--- src/rtl/prj_processor_switch_debounce.sv ---
`default_nettype none
//==============================================================================
// Module      : prj_processor_switch_debounce
// Description : Synchronises and debounces each slide-switch bit independently.
//               Drives a clean level bus for the PIO in_port, plus one-cycle
//               per-bit change and rise pulses for interrupt/edge use.
// Revision    : 1.0 - initial release
//==============================================================================
module prj_processor_switch_debounce #(
  parameter int WIDTH         = 9,
  parameter int SYNC_STAGES   = 2,
  parameter int STABLE_CYCLES = 500000,
  parameter int CNT_W         = 20
) (
  input  logic             clk,
  input  logic             reset_n,
  input  logic [WIDTH-1:0] sw_raw,
  output logic [WIDTH-1:0] sw_clean,
  output logic [WIDTH-1:0] sw_changed,
  output logic [WIDTH-1:0] sw_rise
);

  // Terminal count: a new level is accepted on the edge that finds the
  // counter here, which makes the hold time exactly STABLE_CYCLES samples.
  localparam logic [CNT_W-1:0] c_cnt_max = CNT_W'(STABLE_CYCLES - 1);

  for (genvar gi = 0; gi < WIDTH; gi++) begin : g_bit
    logic [SYNC_STAGES-1:0] r_sync_chain;
    logic [CNT_W-1:0]       r_cnt;
    logic                   r_clean;
    logic                   r_changed;
    logic                   r_rise;
    logic                   w_sync;
    logic                   w_mismatch;
    logic                   w_commit;

    assign w_sync     = r_sync_chain[SYNC_STAGES-1];
    assign w_mismatch = (w_sync != r_clean);
    assign w_commit   = w_mismatch && (r_cnt == c_cnt_max);

    // Metastability synchroniser: shift the raw pin through the flop chain.
    always_ff @(posedge clk or negedge reset_n) begin
      if (!reset_n) begin
        r_sync_chain <= '0;
      end else begin
        r_sync_chain <= {r_sync_chain[SYNC_STAGES-2:0], sw_raw[gi]};
      end
    end

    // Stability counter: counts consecutive mismatching samples, cleared on
    // any return to the current level and on commit, so it never wraps.
    always_ff @(posedge clk or negedge reset_n) begin
      if (!reset_n) begin
        r_cnt <= '0;
      end else if (!w_mismatch || w_commit) begin
        r_cnt <= '0;
      end else begin
        r_cnt <= r_cnt + 1'b1;
      end
    end

    // Clean level and one-cycle pulses, all updated on the commit edge.
    always_ff @(posedge clk or negedge reset_n) begin
      if (!reset_n) begin
        r_clean   <= 1'b0;
        r_changed <= 1'b0;
        r_rise    <= 1'b0;
      end else begin
        r_changed <= w_commit;
        r_rise    <= w_commit && w_sync;
        if (w_commit) begin
          r_clean <= w_sync;
        end
      end
    end

    assign sw_clean[gi]   = r_clean;
    assign sw_changed[gi] = r_changed;
    assign sw_rise[gi]    = r_rise;
  end : g_bit

endmodule
`default_nettype wire
--- config.mk ---
export PLATFORM = sky130hd
export DESIGN_NAME = prj_processor_switch_debounce
export DESIGN_NICKNAME = d
export VERILOG_FILES = /design/src/rtl/prj_processor_switch_debounce.sv
export SDC_FILE = /design/constraint.sdc
export NUM_CORES = 1
export LEC_CHECK = 0
export CORE_ASPECT_RATIO = 0.8
export CORE_MARGIN = 1.5
export CORE_UTILIZATION = 61
export DETAILED_ROUTE_END_ITERATION = 6
export GPL_ROUTABILITY_DRIVEN = 0
export PLACE_DENSITY = 0.85
export SLEW_MARGIN = 20
export SYNTH_ARGS = -nofsm -noshare
export SYNTH_HDL_FRONTEND = slang
export SYNTH_SLANG_ARGS = --single-unit
--- constraint.sdc ---
create_clock -name clk -period 2.55 [get_ports clk]
set_input_delay 0.3825 -clock clk [delete_from_list [all_inputs] [get_ports clk]]
set_output_delay 0.3825 -clock clk [all_outputs]
set_load 0.02 [all_outputs]
* After elaboration in Yosys (flattened, before gate mapping) *
Index checks and enable logic that the tools add are counted.

cells by class
  $add $sub $neg = 9
  equal/unequal tests = 18
  mux-type cells = 9
  reduce and logical (&&, ||, !) cells = 36

operators by type and width
  operator                                                            number
  20-bit by 1-bit adder with 20-bit output (second input constant)    9
  20-bit by 19-bit == test with 1-bit output (second input constant)  9
  20-bit two-way mux                                                  9
  1-bit logical AND                                                   18
  1-bit zero test                                                     9
  1-bit logical OR                                                    9
  1-bit != test                                                       9

storage, ports and cells
  register bits = 225
  input port bits = 11
  output and inout bits = 27
  word-level logic and storage cells = 117

* Depth between registers and ports, before layout *
  depth after elaboration = 4
  gate-level depth with buffers = 7
  depth with buffers taken out = 5

* Least setup slack after synthesis *
OpenSTA, ideal clock, no wires.

  kind = register to register
  start point = register g_bit[5].r_cnt[0]
  end point = register g_bit[5].r_cnt[18]
  library setup time = 73 ps
  arrival = 1862 ps
  data required time = 2477 ps
  setup slack = 615 ps
  stages on the path, launching flop included = 6
  buffers on the path = 0
  clock period less this slack = 1935 ps
  cells stage by stage = dfrtp_1 -> ha_1 -> nand4_4 -> or4_4 -> or4_4 -> a21oi_2

on the way
  longest elaborated chain between the ends = 4
  elaborated cells on any way between the ends = 5
  those cells by class = 1 x add/sub; 1 x eq/ne; 1 x mux; 2 x reduce/logical

RTL lines
  what                                                                                              line  source
  start, declared                                                                                   29    logic [CNT_W-1:0] r_cnt;
  start signal, assigned                                                                            58    r_cnt <= r_cnt + 1'b1;
  parallel branches: the longest is 3 deep, another holds 20-bit by 1-bit adder with 20-bit output  -
  20-bit two-way mux (*)                                                                            55    end else if (!w_mismatch || w_commit) begin

Every way passes the cells marked *.
A chain may end at the register's enable or synchronous reset.

* Final worst setup path *
  start point = register g_bit[4].r_cnt[10]
  end point = register g_bit[4].r_cnt[8]

on the way
  longest elaborated chain between the ends = 4

RTL lines
  what                                        line  source
  start, declared                             29
  start signal, assigned                      58
  20-bit by 19-bit == test with 1-bit output  39    assign w_commit = w_mismatch && (r_cnt == c_cnt_max);
  1-bit logical AND                           39
  1-bit logical OR                            55
  20-bit two-way mux                          55

Every way passes these cells.

==> results.ini <==
[grt]
grt_usage_pct = 23.02
antenna_found_initial = 0
grt_pass1_wl_um = 36010
grt_max_degree = 74
grt_pass1_vias = 7538
gr-total-overflow = 0

[sta]
finalHoldViolCount = 0
fmax_mhz = 480.5
drv_slew = 0
fin_skew_ns = 0.01054
setup_violations = 0
worst_pin_slew_ns = 0.6253
rsz0062_at_grt = false
slew_headroom_pct = 58.31
min_period_over_period_pct = 81.61
period_needed_ns = 2.081
tns_ns = 0

[power]
power_density_nw_per_um2 = 597.9
p_leak_nw = 4.766
vdd_ir_drop_max_mv = 0.5531
power_mw = 7.178

[worst_setup_path]
required_ns = 2.92
slowest_stage = or4b_1
crit_family = simple AND/OR/NAND/NOR gates
ff2ff_setup_slack_ns = 0.47
cp_max_fo = 19
crit_type = register to register
crit_buf_inv = 0
crit_chain = or4b_1 > nor4_1 > a21bo_2 > nor2_1
cpPeakStageDelay_ns = 0.55
crit_arrival_ns = 2.45
critPathLaunchType = register
crit_path_end_kind = register

[yosys]
synth.area.top_cells = dfrtp_1 (52%), xnor2_1 (8.4%), nor2_1 (6.0%)
synthFlopType = dfrtp_1
yosys-top-cells-count = dfrtp_1 (225), nor2_1 (173), xnor2_1 (104), nand3_1 (65), nand4_1 (55)
yosysMostFrequentCell = dfrtp_1
synthDistinctLibCells = 48
synthCells = 1073
synth_warnings = 0
ys_seq_elements = 225
syn_area_um2 = 10830
synth_top_area_share_pct = 52.01
synth_enable_flop_cells = 0
syn_area_per_cell_um2 = 10.09
syn_nets = 1093
ys_async_sr_fraction_pct = 100.0
seq_area_frac_synth_pct = 52.01
synth_top_area_cell = dfrtp_1

[clock_network]
ctsRootBufferMaster = clkbuf_16
path_clk_slew_ns = 0.06
cts_tree = yes
cts.sinks = 225
ctsHtreeMaxLevel = 1
worst_skew_pair.late_latency_ns = 0.51
cts_buffers = 23
clockBufferDepth = 3

[finish]
fin_cells = 1335
finalNetCount = 1114
antenna_cells = 0
area_growth_pct = 10.90
utilization_pct = 69.09
drive_above_1_share_pct = 6.577

[min_path]
holdCritPathClass = input pin to register

[route]
wl_per_cell_um = 15.44
route.detailed.drc = 0
detail-route-antenna-nets = 0
dr.pass1.iters = 7
drtIter0Drc = 541
viasPerCell = 5.910
finalWirelength_um = 20620
vias = 7890

[floorplanning]
die_width_um = 152.0
core_area_um2 = 17380
num_rows = 43
dieArea_um2 = 18560
die_h_um = 122.2
initial_core_util_pct = 62.30
io_pins = 38

[placed_design]
hpwl_um = 13610
portBuffers = 37
place_inst = 1293

[status]
outcome = finished, final reports clean

[run]
maxCapViolCount = 0

==> cell type report <==
| cell class | count | area [um^2] |
|---|---|---|
| multi-input combinational | 761 | 4731 |
| timing repair buffer | 50 | 500.5 |
| clock inverter | 9 | 80.08 |
| clock buffer | 32 | 659.4 |
| fill | 1256 | 5371 |
| tap | 225 | 281.5 |
| sequential | 225 | 5630 |
| inverter | 33 | 123.9 |
==> cells in the final DEF, fill, tap and decap left out, types with 3 or more instances in the layout <==
| master | count |
|---|---|
| nand2_1 | 53 |
| dfrtp_1 | 225 |
| xor2_1 | 36 |
| o31ai_1 | 7 |
| and3_1 | 15 |
| nand4_2 | 4 |
| or3_1 | 18 |
| nor2b_1 | 3 |
| mux2i_1 | 5 |
| xnor2_1 | 104 |
| clkbuf_16 | 23 |
| or4_1 | 19 |
| nor2_1 | 173 |
| and4_1 | 11 |
| nor3b_1 | 9 |
| nor4bb_1 | 5 |
| nand4bb_1 | 3 |
| buf_4 | 10 |
| clkinv_2 | 5 |
| o21ai_0 | 17 |
| a21oi_1 | 27 |
| nor3_1 | 46 |
| clkbuf_1 | 4 |
| inv_1 | 33 |
| or4b_1 | 5 |
| nand3_1 | 65 |
| nor4b_1 | 6 |
| mux2_2 | 7 |
| ha_1 | 9 |
| clkdlybuf4s50_1 | 36 |
| nand4_1 | 55 |
| clkbuf_8 | 5 |
| nor4_1 | 33 |
| o21ai_1 | 3 |
==> through the flow <==
| step | hold slack (ns) | instance area (um^2) | setup WS [ns] |
|---|---|---|---|
| floorplan | 0.08691 | 10830 | 0.6152 |
| global placement | 0.3322 | 11260 | 0.5432 |
| detailed placement | 0.3363 | 11260 | 0.4606 |
| CTS | 0.3036 | 12010 | 0.4384 |
| global route | 0.2942 | 12010 | 0.2804 |
| finish | 0.3165 | 12010 | 0.4690 |
==> repair_timing <==
item / in CTS / in global routing
endpoints found under the hold margin: 68 / 0
gates resized for setup: 0 / 0
setup buffers: 0 / 0
hold buffers: 1 / 0
==> final timing paths <==
check | depth (start not counted) | from | to
worst min register to register | 0 | g_bit[3].r_sync_chain[0] | g_bit[3].r_sync_chain[1]
min in group asynchronous | 2 | reset_n | g_bit[8].r_sync_chain[0]
worst max-delay path | 4 | g_bit[4].r_cnt[10] | g_bit[4].r_cnt[8]
max in group asynchronous | 3 | reset_n | g_bit[6].r_cnt[19]
worst max register to register | 4 | g_bit[4].r_cnt[10] | g_bit[4].r_cnt[8]
worst min-delay path | 1 | sw_raw[5] | g_bit[5].r_sync_chain[0]
==> worst register-to-register path: cells and delay by family (launching register included) <==
| kind | cells | cell delay [ns] |
|---|---|---|
| simple gates | 3 | 1.08 |
| compound gates | 1 | 0.45 |
| flops | 1 | 0.42 |
==> layer usage <==
metal | global-route usage [%] | wire (um) | vias up
met5 | 0 | 0 | -
met4 | 5.158 | 286 | 0
met3 | 3.629 | 924 | 26
met2 | 36.45 | 9584 | 192
met1 | 33.84 | 9823 | 3877
li1 | - | - | 3795
==> registers in the layout, indices dropped and copies added, names as in the netlist <==
| register | cells |
|---|---|
| g_bit.r_clean | 9 |
| g_bit.r_sync_chain | 18 |
| g_bit.r_rise | 9 |
| g_bit.r_changed | 9 |
| g_bit.r_cnt | 180 |
==> where the power goes <==
group	total, mW	leakage [nW]	internal (mW)	switching [mW]
combinational	0.225	1.32	0.0761	0.149
clock	3.27	0.367	1.91	1.36
sequential	3.68	3.08	3.62	0.0592
==> logic make-up (layout without fill, tap and decap cells) <==
kind of cell / Yosys count / after routing / synth area share (%)
xor+xnor: 140 / 140 / 11.33
buf+inv: 87 / 124 / 4.299
fa+ha+maj: 9 / 9 / 1.040
compound gates: 64 / 64 / 3.559
flops: 225 / 225 / 52.01
simple gates: 534 / 534 / 26.37
mux: 14 / 14 / 1.398
Note: power is estimated with default switching activity, not from simulation.
==> variant 1 (same flow settings) <==
The parameter `SYNC_STAGES` goes from 2 to 4.
--- a/src/rtl/prj_processor_switch_debounce.sv
+++ b/src/rtl/prj_processor_switch_debounce.sv
@@ -8,7 +8,7 @@
 //==============================================================================
 module prj_processor_switch_debounce #(
   parameter int WIDTH         = 9,
-  parameter int SYNC_STAGES   = 2,
+  parameter int SYNC_STAGES   = 4,
   parameter int STABLE_CYCLES = 500000,
   parameter int CNT_W         = 20
 ) (
Formal check against the unedited RTL: no difference found for any inputs over 10 cycles, from zero or initial values and one cycle with reset_n low; that may be too few to reach the edited logic, so the function may still have changed.
==> variant 1 against the unedited design <==
Maximum frequency fell by 1.4%. Worst setup slack got worse by 0.029 ns. Die area rose by 4.1%. Clock skew barely moved. Via count rose by 0.51%. Cell area rose by 4.2%. Wire length fell by 1.1%. Total power rose by 7.1%. Sequential cell count rose by 18. Worst hold slack got worse by 0.0077 ns. Synthesized area rose by 4.2%. Count of clock-buffer cells in the layout rose by 4.
==> variant 1: results (changes against the unedited design) <==
status=finished, final reports clean; post-route met1 wirelength=9593 um (-2.3%); total wire length=20,390 um (-1.1%); met2 wire length=9606 um (+0.23%); total length of routed met3 wires=910 um (-1.5%); top cells by area in the synthesized netlist=sky130_fd_sc_hd__dfrtp_1 54%, sky130_fd_sc_hd__xnor2_1 8.1%, sky130_fd_sc_hd__nor2_1 5.8%; Peak supply drop=0.4839 mV (-12%); placed wire-length estimate after detailed placement=13,410 um (-1.5%); arrival time of the worst setup path=2.48 ns (+0.03 ns); count of fill cells added during filler insertion=1,324 (+5.4%); leakage power=4.995 nW (+4.8%); Vias per Instance=5.839 (-1.2%); Cells after DPL=1,314 (+1.6%); overall track demand over capacity in global routing=0.2230 (-0.007218); final worst clock skew=0.01030 ns (-0.0002391 ns); post-placement setup slack=0.4769 ns (+0.01631 ns); Clock net power=3.48 mW (+6.4%); pin slew with the least headroom to its limit=0.6208 ns (-0.004471 ns); Sw Ratio=0.2118 (-0.007290); wire length per cell=15.01 um (-2.8%); largest registers=g_bit.r_cnt: 180 flops, g_bit.r_sync_chain: 36 flops; wire length of the first global-routing pass=36,320 um (+0.86%); GRT met3 Usage=0.03793 (+0.001640); commonest cells in the netlist=243 x sky130_fd_sc_hd__dfrtp_1, 173 x sky130_fd_sc_hd__nor2_1, 104 x sky130_fd_sc_hd__xnor2_1, 65 x sky130_fd_sc_hd__nand3_1, 55 x sky130_fd_sc_hd__nand4_1; period utilisation layout=0.8275 (+0.01140); Pre-antenna DRT Iters=5 (-2); slowest CP cell=sky130_fd_sc_hd__nor4_1; number of buffers added by the clock tree synthesis step=24 (+4.3%); post-synthesis sequential area ratio=0.5392 (+0.01917); worst setup path end=g_bit[4].r_cnt[5]; pin count of the biggest net entering global routing=82 (+11%); Reg2Reg Launch Point=g_bit[4].r_cnt[0]; worst-case reg-to-reg path depth=5 (+1); Hold Crit Depth=1 (unchanged); number of standard cells after synthesis=1,091 (+1.7%); layout cell share with drive strength beyond 1=0.06383 (-0.001936); Crit path largest cell delay=0.53 ns (-0.02 ns); routing usage on met2=0.3492 (-0.01529); fraction of met1 tracks used by global routing=0.3302 (-0.008205); clock group share of total power=0.452 (-0.004)
==> variant 1: cell count changes after synthesis <==
cell / unedited run / this run
sky130_fd_sc_hd__dfrtp_1: 225 / 243
==> variant 1: kinds of logic (layout without fill, tap and decap cells) <==
family	Yosys count	after routing	share of synthesized area
buffers and inverters	87	124	0.04127
multiplexers	14	14	0.01343
XOR/XNOR	140	140	0.1087
adder cells (fa/ha/maj)	9	9	0.009986
AO/OA/AOI/OAI	64	64	0.03417
AND/OR/NAND/NOR	534	534	0.2532
flip-flops	243	243	0.5392
==> variant 1: what timing repair did <==
action                    CTS  global route
setup buffers               0             0
hold endpoints to repair   77             0
hold buffers                1             0
==> variant 1: area by class of cell <==
class / count / area share
inverters: 33 / 0.009901
repair buffers: 48 / 0.03980
multi-input cells: 761 / 0.3781
clock buffers: 36 / 0.05811
flip-flops and latches: 243 / 0.4861
well taps: 230 / 0.02300
clock inverters: 7 / 0.005001
==> variant 2 (config.mk and constraints unchanged) <==
Without the edit above. Register the output `sw_rise` once more, with the module's reset; this adds one clock of latency there. The other outputs are not delayed to match.
--- a/src/rtl/prj_processor_switch_debounce.sv
+++ b/src/rtl/prj_processor_switch_debounce.sv
@@ -23,6 +23,8 @@
   // Terminal count: a new level is accepted on the edge that finds the
   // counter here, which makes the hold time exactly STABLE_CYCLES samples.
   localparam logic [CNT_W-1:0] c_cnt_max = CNT_W'(STABLE_CYCLES - 1);
+
+  logic [WIDTH-1:0] sw_rise_d;
 
   for (genvar gi = 0; gi < WIDTH; gi++) begin : g_bit
     logic [SYNC_STAGES-1:0] r_sync_chain;
@@ -76,8 +78,16 @@
 
     assign sw_clean[gi]   = r_clean;
     assign sw_changed[gi] = r_changed;
-    assign sw_rise[gi]    = r_rise;
+    assign sw_rise_d[gi]    = r_rise;
   end : g_bit
+
+  always_ff @(posedge clk or negedge reset_n) begin
+    if (!reset_n) begin
+      sw_rise <= '0;
+    end else begin
+      sw_rise <= sw_rise_d;
+    end
+  end
 
 endmodule
 `default_nettype wire
Behaviour: same outputs for any inputs over 10 cycles, from zero or initial values and one cycle with reset_n low; that may be too few to reach the edited logic, so the function may still have changed.
==> variant 2 against the unedited design <==
Sequential cell count grew 9. Synthesized cell count decreased by 2.5%. Total power rose by 7.2%. Cell area up 1.5%. Synthesized area down 0.35%. Worst setup slack got worse by 0.047 ns. Clock skew rose by 0.0049 ns. Critical path depth up 1. Wire length down 1.7%. Via count down 2.4%. Critical endpoint is now g_bit[7].r_cnt[18]. Highest routed layer unchanged.
==> variant 2: results (changes against the unedited design) <==
status=finished, final reports clean; count of routing violations after the opening detailed-route iteration=435 (-20%); largest registers=g_bit.r_cnt: 180 flops, g_bit.r_sync_chain: 18 flops; post-synthesis sequential area ratio=0.5427 (+0.02268); count of unique library cells instantiated by Yosys=44 (-8.3%); antenna violations before repair=0 (unchanged); net total in the final layout=1,100 (-1.3%); final worst clock skew=0.01544 ns (+0.004898 ns); via count=7,697 (-2.4%); slowest CP cell=sky130_fd_sc_hd__or4_4; commonest cells in the netlist=234 x sky130_fd_sc_hd__dfrtp_1, 161 x sky130_fd_sc_hd__nor2_1, 79 x sky130_fd_sc_hd__xnor2_1, 59 x sky130_fd_sc_hd__nand3_1; Gates resized, CTS repair=0 (unchanged); pin count of the biggest net entering global routing=74 (unchanged); layout cell share with drive strength beyond 1=0.07945 (+0.01369); Ys Warns=0 (unchanged); leakage power=4.999 nW (+4.9%); type of the worst min-delay path=input pin to register; Clock transition at path regs=0.07 ns; top cells by area in the synthesized netlist=sky130_fd_sc_hd__dfrtp_1 54%, sky130_fd_sc_hd__xnor2_1 6.4%, sky130_fd_sc_hd__nor2_1 5.6%; fraction of registers with async set/reset=1.000 (unchanged); Pre-antenna DRT Iters=6 (-1); Peak supply drop=0.4400 mV (-20%); post-CTS setup repair buffer count=0 (unchanged); overall track demand over capacity in global routing=0.2328 (+0.002621); Internal Dissipation=6.080 mW (+8.5%); source-to-sink clock delay at the later pin of the worst-skew pair=0.51 ns (about the same); hold bufs inserted after CTS=1 (unchanged); number of buffers added by the clock tree synthesis step=24 (+4.3%); maximum buffer depth of the clock tree=3 (unchanged); placed wire-length estimate after detailed placement=13,560 um (-0.39%); dominant delay contributor by cell family on the critical path=simple AND/OR/NAND/NOR gates; wire length of the first global-routing pass=35,380 um (-1.7%); maximum fanout along the worst path=8 (-11); number of nets produced by synthesis=1,066 (-2.5%); Clk Tree Root Cell=sky130_fd_sc_hd__clkbuf_16; worst relative slew slack=0.5574 (-0.02570); Port Buffers=37 (unchanged); level count of the clock H-tree=1 (unchanged); antenna diode count=0 (unchanged); Crit path largest cell delay=0.60 ns (+0.05 ns); total wire length=20,260 um (-1.7%); Cell Area, Placed=11,330 um2 (+0.67%); count of nets left with antenna violations after detail routing=0 (unchanged); number of global-route vias before repair=7,518 (-0.27%)
==> variant 2: layout make-up <==
cell class / count / area, um2
clock buffer: 32 / 701.9
clock inverter: 9 / 142.6
fill: 1247 / 5137
inverter: 30 / 112.6
multi-input combinational: 737 / 4569
sequential: 234 / 5856
tap: 225 / 281.5
timing repair buffer: 53 / 523.0
==> variant 2: cells by family (layout without fill, tap and decap cells) <==
kind of cell,count (synthesis),in the layout,synth area share
buf+inv,75,124,0.03375
fa+ha+maj,9,9,0.01044
compound gates,86,86,0.04801
simple gates,500,500,0.2477
mux,9,9,0.009394
xor+xnor,133,133,0.1080
flops,234,234,0.5427
==> variant 2: final timing paths <==
check / startpoint / to / slack [ns] / depth (start not counted)
max in group asynchronous: reset_n / g_bit[0].r_cnt[7] / 1.38 / 3
min in group asynchronous: reset_n / g_bit[5].r_cnt[16] / 0.44 / 2
worst max register to register: g_bit[7].r_cnt[0] / g_bit[7].r_cnt[18] / 0.42 / 5
worst max-delay path: g_bit[7].r_cnt[0] / g_bit[7].r_cnt[18] / 0.42 / 5
worst min-delay path: sw_raw[0] / g_bit[0].r_sync_chain[0] / 0.31 / 1
worst min register to register: g_bit[1].r_sync_chain[0] / g_bit[1].r_sync_chain[1] / 0.34 / 0
==> variant 2: worst reg2reg max path, delay by kind of cell, from the launching register on <==
kind                     cells  cell delay, ns
AO/OA/AOI/OAI                1            0.16
adder cells (fa/ha/maj)      1            0.27
flip-flops                   1            0.41
AND/OR/NAND/NOR              3            1.23
==> variant 2: power groups by stage <==
stage	Sequential, mW	Clock, mW	Combinational [mW]
global route	3.82	3.88	0.274
global placement	3.88	0	0.234
CTS	3.81	3.72	0.241
finish	3.81	3.65	0.234
floorplan	3.87	0	0.106
detailed placement	3.88	0	0.237
==> variant 2: layer usage <==
metal	vias up	GRT usage	wire, um	part of all wire
met3	30	0.03034	701	0.035
met1	3776	0.3429	9750	0.48
met2	167	0.3696	9396	0.46
li1	3724	-	-	-
met5	-	0	0	0
met4	0	0.05529	411	0.020
==> variant 2: stage by stage <==
| step | instances | worst slack (ns) | hold slack [ns] |
|---|---|---|---|
| 4_1_cts | 1320 | 0.4270 | 0.2933 |
| 5_1_grt | 1320 | 0.3218 | 0.3082 |
| 6_report | 1320 | 0.4223 | 0.3069 |
| 3_3_place_gp | 1278 | 0.5286 | 0.3320 |
| 3_5_place_dp | 1278 | 0.4517 | 0.3347 |
| 2_1_floorplan | 1046 | 0.5917 | 0.08691 |
